File: config.mk
export PLATFORM = sky130hd
export DESIGN_NAME = uart_rx_frame_check
export DESIGN_NICKNAME = d
export VERILOG_FILES = /design/src/rtl/uart_rx_pkg.sv /design/src/rtl/sat_counter.sv /design/src/rtl/uart_rx_frame_check.sv
export SDC_FILE = /design/constraint.sdc
export NUM_CORES = 1
export LEC_CHECK = 0
export CORE_ASPECT_RATIO = 0.6
export CORE_MARGIN = 10
export CORE_UTILIZATION = 52
export DETAILED_ROUTE_END_ITERATION = 12
export GPL_TIMING_DRIVEN = 0
export PLACE_DENSITY = 0.79
export RECOVER_POWER = 50
export SLEW_MARGIN = 15
export SYNTH_ARGS = -nofsm -noshare
export SYNTH_HDL_FRONTEND = slang
export SYNTH_SLANG_ARGS = --single-unit
export TNS_END_PERCENT = 1
File: constraint.sdc
create_clock -name CLK -period 2.2 [get_ports CLK]
set_input_delay 0.44 -clock CLK [delete_from_list [all_inputs] [get_ports CLK]]
set_output_delay 0.44 -clock CLK [all_outputs]
set_load 0.01 [all_outputs]
File: src/rtl/uart_rx_pkg.sv
// Shared definitions for the UART receive path: FSM encoding, parity types and
// the legal parameter ranges of the frame checker.
package uart_rx_pkg;

  typedef enum logic [1:0] {
    StIdle,
    StData,
    StParity,
    StStop
  } rx_state_e;

  localparam logic PAR_EVEN = 1'b0;
  localparam logic PAR_ODD  = 1'b1;

  localparam int unsigned DATA_WIDTH_MIN = 5;
  localparam int unsigned DATA_WIDTH_MAX = 9;
  localparam int unsigned STOP_BITS_MIN  = 1;
  localparam int unsigned STOP_BITS_MAX  = 2;

  function automatic bit params_legal(int unsigned data_width, int unsigned stop_bits);
    return (data_width >= DATA_WIDTH_MIN) && (data_width <= DATA_WIDTH_MAX) &&
           (stop_bits >= STOP_BITS_MIN) && (stop_bits <= STOP_BITS_MAX);
  endfunction

endpackage

File: src/rtl/sat_counter.sv
// Saturating up-counter; a clear takes priority over a same-cycle increment.
module sat_counter #(
  parameter int unsigned W = 8
) (
  input  logic         CLK,
  input  logic         RST,
  input  logic         inc,
  input  logic         clr,
  output logic [W-1:0] cnt
);

  logic [W-1:0] cnt_q, cnt_d;

  // Next count: clear, else increment unless already all-ones.
  always_comb begin
    cnt_d = cnt_q;
    if (clr) begin
      cnt_d = '0;
    end else if (inc && (cnt_q != '1)) begin
      cnt_d = cnt_q + W'(1);
    end
  end

  // Count register.
  always_ff @(posedge CLK or negedge RST) begin
    if (!RST) begin
      cnt_q <= '0;
    end else begin
      cnt_q <= cnt_d;
    end
  end

  assign cnt = cnt_q;

endmodule

File: src/rtl/uart_rx_frame_check.sv
// UART RX frame checker: walks start, data, optional parity and stop bits on
// each sampled-bit strobe, reports glitch/parity/stop errors as registered
// pulses, delivers clean data and keeps saturating error counts.
module uart_rx_frame_check
  import uart_rx_pkg::*;
#(
  parameter int unsigned DATA_WIDTH = 8,
  parameter int unsigned STOP_BITS  = 1,
  parameter int unsigned ERR_CNT_W  = 8
) (
  input  logic                  CLK,
  input  logic                  RST,
  input  logic                  bit_valid,
  input  logic                  sampled_bit,
  input  logic                  par_en,
  input  logic                  par_typ,
  input  logic                  abort,
  input  logic                  clr_cnt,
  output logic                  busy,
  output logic [DATA_WIDTH-1:0] data_out,
  output logic                  data_valid,
  output logic                  frame_done,
  output logic                  strt_glitch,
  output logic                  par_err,
  output logic                  stp_err,
  output logic [ERR_CNT_W-1:0]  strt_err_cnt,
  output logic [ERR_CNT_W-1:0]  par_err_cnt,
  output logic [ERR_CNT_W-1:0]  stp_err_cnt
);

  if (!params_legal(DATA_WIDTH, STOP_BITS)) begin : g_param_check
    $error("uart_rx_frame_check: DATA_WIDTH or STOP_BITS out of range");
  end

  localparam logic [3:0] IdxLast  = 4'(DATA_WIDTH - 1);
  localparam logic       StopLast = 1'(STOP_BITS - 1);

  rx_state_e             state_q, state_d;
  logic [3:0]            idx_q, idx_d;
  logic                  stop_cnt_q, stop_cnt_d;
  logic [DATA_WIDTH-1:0] shift_q, shift_d;
  logic                  par_en_q, par_en_d;
  logic                  par_typ_q, par_typ_d;
  logic                  par_bad_q, par_bad_d;
  logic                  stp_bad_q, stp_bad_d;
  logic                  busy_q, busy_d;
  logic [DATA_WIDTH-1:0] data_out_q, data_out_d;
  logic                  data_valid_q, data_valid_d;
  logic                  frame_done_q, frame_done_d;
  logic                  strt_glitch_q, strt_glitch_d;
  logic                  par_err_q, par_err_d;
  logic                  stp_err_q, stp_err_d;
  logic                  par_exp;
  logic                  stop_bad;

  // Parity bit the transmitter should have sent for the assembled data.
  assign par_exp = (^shift_q) ^ (par_typ_q == PAR_ODD);

  // Frame FSM next state, shift register and registered pulse outputs.
  always_comb begin
    state_d       = state_q;
    idx_d         = idx_q;
    stop_cnt_d    = stop_cnt_q;
    shift_d       = shift_q;
    par_en_d      = par_en_q;
    par_typ_d     = par_typ_q;
    par_bad_d     = par_bad_q;
    stp_bad_d     = stp_bad_q;
    data_out_d    = data_out_q;
    data_valid_d  = 1'b0;
    frame_done_d  = 1'b0;
    strt_glitch_d = 1'b0;
    par_err_d     = 1'b0;
    stp_err_d     = 1'b0;
    stop_bad      = stp_bad_q | ~sampled_bit;

    if (abort) begin
      state_d    = StIdle;
      idx_d      = '0;
      stop_cnt_d = 1'b0;
      par_bad_d  = 1'b0;
      stp_bad_d  = 1'b0;
    end else if (bit_valid) begin
      unique case (state_q)
        StIdle: begin
          if (!sampled_bit) begin
            state_d    = StData;
            idx_d      = '0;
            stop_cnt_d = 1'b0;
            par_en_d   = par_en;
            par_typ_d  = par_typ;
            par_bad_d  = 1'b0;
            stp_bad_d  = 1'b0;
          end else begin
            strt_glitch_d = 1'b1;
          end
        end
        StData: begin
          // LSB-first line order: each bit enters at the top and walks down.
          shift_d = {sampled_bit, shift_q[DATA_WIDTH-1:1]};
          if (idx_q == IdxLast) begin
            idx_d   = '0;
            state_d = par_en_q ? StParity : StStop;
          end else begin
            idx_d = idx_q + 4'd1;
          end
        end
        StParity: begin
          par_bad_d = (sampled_bit != par_exp);
          state_d   = StStop;
        end
        StStop: begin
          if (stop_cnt_q == StopLast) begin
            state_d      = StIdle;
            stop_cnt_d   = 1'b0;
            par_bad_d    = 1'b0;
            stp_bad_d    = 1'b0;
            frame_done_d = 1'b1;
            par_err_d    = par_bad_q;
            stp_err_d    = stop_bad;
            data_out_d   = shift_q;
            data_valid_d = ~par_bad_q & ~stop_bad;
          end else begin
            stp_bad_d  = stop_bad;
            stop_cnt_d = stop_cnt_q + 1'b1;
          end
        end
        default: state_d = StIdle;
      endcase
    end

    busy_d = (state_d != StIdle);
  end

  // State and output registers.
  always_ff @(posedge CLK or negedge RST) begin
    if (!RST) begin
      state_q       <= StIdle;
      idx_q         <= '0;
      stop_cnt_q    <= 1'b0;
      shift_q       <= '0;
      par_en_q      <= 1'b0;
      par_typ_q     <= 1'b0;
      par_bad_q     <= 1'b0;
      stp_bad_q     <= 1'b0;
      busy_q        <= 1'b0;
      data_out_q    <= '0;
      data_valid_q  <= 1'b0;
      frame_done_q  <= 1'b0;
      strt_glitch_q <= 1'b0;
      par_err_q     <= 1'b0;
      stp_err_q     <= 1'b0;
    end else begin
      state_q       <= state_d;
      idx_q         <= idx_d;
      stop_cnt_q    <= stop_cnt_d;
      shift_q       <= shift_d;
      par_en_q      <= par_en_d;
      par_typ_q     <= par_typ_d;
      par_bad_q     <= par_bad_d;
      stp_bad_q     <= stp_bad_d;
      busy_q        <= busy_d;
      data_out_q    <= data_out_d;
      data_valid_q  <= data_valid_d;
      frame_done_q  <= frame_done_d;
      strt_glitch_q <= strt_glitch_d;
      par_err_q     <= par_err_d;
      stp_err_q     <= stp_err_d;
    end
  end

  assign busy        = busy_q;
  assign data_out    = data_out_q;
  assign data_valid  = data_valid_q;
  assign frame_done  = frame_done_q;
  assign strt_glitch = strt_glitch_q;
  assign par_err     = par_err_q;
  assign stp_err     = stp_err_q;

  // Counters step on the registered error pulses.
  sat_counter #(.W(ERR_CNT_W)) u_strt_cnt (
    .CLK (CLK),
    .RST (RST),
    .inc (strt_glitch_q),
    .clr (clr_cnt),
    .cnt (strt_err_cnt)
  );

  sat_counter #(.W(ERR_CNT_W)) u_par_cnt (
    .CLK (CLK),
    .RST (RST),
    .inc (par_err_q),
    .clr (clr_cnt),
    .cnt (par_err_cnt)
  );

  sat_counter #(.W(ERR_CNT_W)) u_stp_cnt (
    .CLK (CLK),
    .RST (RST),
    .inc (stp_err_q),
    .clr (clr_cnt),
    .cnt (stp_err_cnt)
  );

endmodule

==> impl_metrics.json <==
{
  "dpl.hpwl_um": 4234,
  "post_route_cells_drive_above_1_share_pct": 11.93,
  "drt_iter0_drc": 115,
  "die-height_um": 74.92,
  "drcViolationCount": 0,
  "cts_made_buffers": 5,
  "grt_overflow_total": 0,
  "leakage_nw": 1.394,
  "numPlacedInstances": 340,
  "synth_cell_type_count": 46,
  "dr.pass1.iters": 4,
  "cp_data_arrival_time_ns": 2.21,
  "hp-class": "in -> reg",
  "min_period_ns": 2.011,
  "h-tree-depth": 2,
  "synth-seq-area-share_pct": 52.66,
  "critPathTopFamily": "buffers and inverters",
  "worst_ep_required_time_ns": 2.40,
  "setup.worst_path.end_class": "register",
  "cp_max_fo": 10,
  "drv_cap": 0,
  "clock_skew_ns": 0.006549,
  "slowest_delay_ns": 0.63,
  "start_util_pct": 55.53,
  "path_clk_slew_ns": 0.10,
  "clock_path_buffers": 2,
  "vdd_drop_max_mv": 0.3937,
  "finalSetupTns_ns": 0,
  "grt_setup_unrepaired": "false",
  "die_w_um": 111.5,
  "clk_latency_ns": 0.31,
  "synthArstFlopShare_pct": 100.0,
  "vias": 1955,
  "maxSlewHeadroom_pct": 11.07,
  "grt_pass1_wl_um": 9549,
  "path_cells": "dlygate4sd3_1 -> nand2_1 -> or2_0 -> clkbuf_1 -> mux2_2",
  "ant_nets": 0,
  "m1WireLength_um": 2831,
  "wl_um": 5661,
  "synth_area_leaders": "dfrtp_1 (53%), mux2_2 (7.8%), xor2_1 (3.4%)",
  "post_cts_resized": 0,
  "routed-wl-met2_um": 2443,
  "synth_cells": 234,
  "post-synth-top-area-fraction_pct": 52.66,
  "area_growth_pct": 24.46,
  "synthFlopType": "dfrtp_1",
  "yosys.area.top_type": "dfrtp_1",
  "r2r_slack_ns": 0.32,
  "dieArea_sq_mm": 0.008355,
  "grt_max_degree": 56,
  "grt_usage_pct": 13.72,
  "num_rows": 19,
  "cts_root_buf": "clkbuf_8",
  "cts_hold_buf": 0,
  "final_cells": 348,
  "cts_tree": "yes",
  "grt_pass1_vias": 1864,
  "synth_fp_nets": 246,
  "maxSlewViolCount": 0,
  "via_per_inst": 5.618,
  "critPathLaunchType": "primary input",
  "slowest_stage": "dlygate4sd3_1",
  "tightest_slew_ns": 1.334,
  "fin_nets": 296,
  "yosys_warnings": 0,
  "final_hold_viol_count": 0,
  "routedWlPerCell_um": 16.27,
  "avgSynthCellArea_sq_um": 11.17,
  "status": "complete, no violations",
  "clock_sinks": 55,
  "ys_seq_elements": 55,
  "port_buffers": 43,
  "worst-path-buf-inv": 2,
  "antenna_found_initial": 0,
  "antenna_cells": 0,
  "top_layer": "met4",
  "period_share_pct": 91.41,
  "fp.coreArea_sq_mm": 0.004707,
  "crit_type": "in -> reg",
  "num_io_pins": 46,
  "post-cts-setup-buffers": 0,
  "fmax_mhz": 497.3,
  "syn_area_sq_mm": 0.002614,
  "dr_wl_met3_um": 355,
  "power.density_mw_per_mm2": 654.3,
  "gp_congestion": 0.8649,
  "synth_edf_count": 0,
  "setup_viol": 0
}
-- area by class of cell --
class / instances / area (sq um)
Fill cell: 356 / 1454
Buffer: 6 / 25.02
Sequential cell: 55 / 1376
Clock buffer: 5 / 68.82
Tap cell: 63 / 78.83
Multi-Input combinational cell: 165 / 1181
Timing Repair Buffer: 43 / 425.4
Inverter: 8 / 30.03
Clock inverter: 3 / 67.56
-- worst reg2reg max path, stage by stage (launching register included) --
cell and delay, ns:
dfrtp_1 0.48, nand2b_1 0.23, or2_0 0.19, clkbuf_1 0.47, mux2_2 0.40
-- flip-flops by register name, indices dropped and copies added, names as in the netlist, 2 cells and up --
signal and flops:
u_strt_cnt.cnt 8, idx_q 4, data_out 8, u_par_cnt.cnt 8
shift_q 8, state_q 2, u_stp_cnt.cnt 8
-- final timing paths --
kind,startpoint,to,depth (start not counted)
max,bit_valid,data_out[4],5
min in group asynchronous,RST,u_stp_cnt.cnt[1],1
min,abort,strt_glitch,2
min reg2reg,idx_q[3],idx_q[3],1
max reg2reg,state_q[0],data_out[4],4
max in group asynchronous,RST,u_stp_cnt.cnt[4],1
-- routing by layer --
metal | GRT usage, % | vias up
met5 | 0 | -
met4 | 3.262 | 0
met3 | 4.841 | 4
met2 | 20.19 | 42
met1 | 18.94 | 971
li1 | - | 938
-- power by group --
group / internal (mW) / switching, mW
Clock: 0.454 / 0.329
Sequential: 1.05 / 0.0525
Combinational: 0.139 / 0.102
Total: 1.65 / 0.483
-- cells in the mapped netlist (all sizes together), types with 4 or more instances --
master,n
o31ai,4
or3,4
nand2,14
xor2,10
nand3,8
nor2,23
xnor2,9
dfrtp,55
ha,4
nand4,4
o21ai,9
and3,4
nand2b,4
nor3,4
inv,8
a21oi,10
mux2,18
-- metrics by stage --
step / total power [mW] / hold WS, ns / instance area (sq um) / setup WS, ns / utilization, %
3_3_place_gp: 1.358 / 0.4797 / 3123 / -0.9608 / 66.35
2_1_floorplan: 1.288 / 0.1444 / 2614 / 0.5225 / -
6_report: 2.129 / 0.4118 / 3253 / 0.1891 / 69.11
4_1_cts: 2.148 / 0.1848 / 3257 / 0.3529 / 69.19
5_1_grt: 2.214 / 0.4029 / 3253 / 0.1386 / 69.11
3_5_place_dp: 1.370 / 0.4796 / 3120 / 0.1145 / 66.29
-- kinds of logic after synthesis --
logic type | after synthesis | share of synthesized area (%)
AOI/OAI and AO/OA | 38 | 10.20
muxes | 21 | 8.904
adders and majority gates | 4 | 1.915
DFF | 55 | 52.66
and+or+nand+nor | 82 | 16.95
buffers and inverters | 14 | 2.154
xor gates and xnor gates | 20 | 7.228
-- placed cells by master (no fill, tap or decap), types with 4 or more instances in the layout --
master,netlist,layout
nand3_1,7,7
nand2b_1,4,4
nor2_1,22,22
nor3_1,4,4
mux2_2,18,18
nand2_1,14,14
xor2_1,10,10
and3_1,4,4
inv_1,8,8
ha_1,4,4
dfrtp_1,55,55
or3_1,4,4
o21ai_0,9,9
a21oi_1,10,10
xnor2_1,9,9
clkbuf_1,3,4
clkbuf_8,0,5
clkdlybuf4s50_1,0,40
Power figures use the tool's default switching activity.
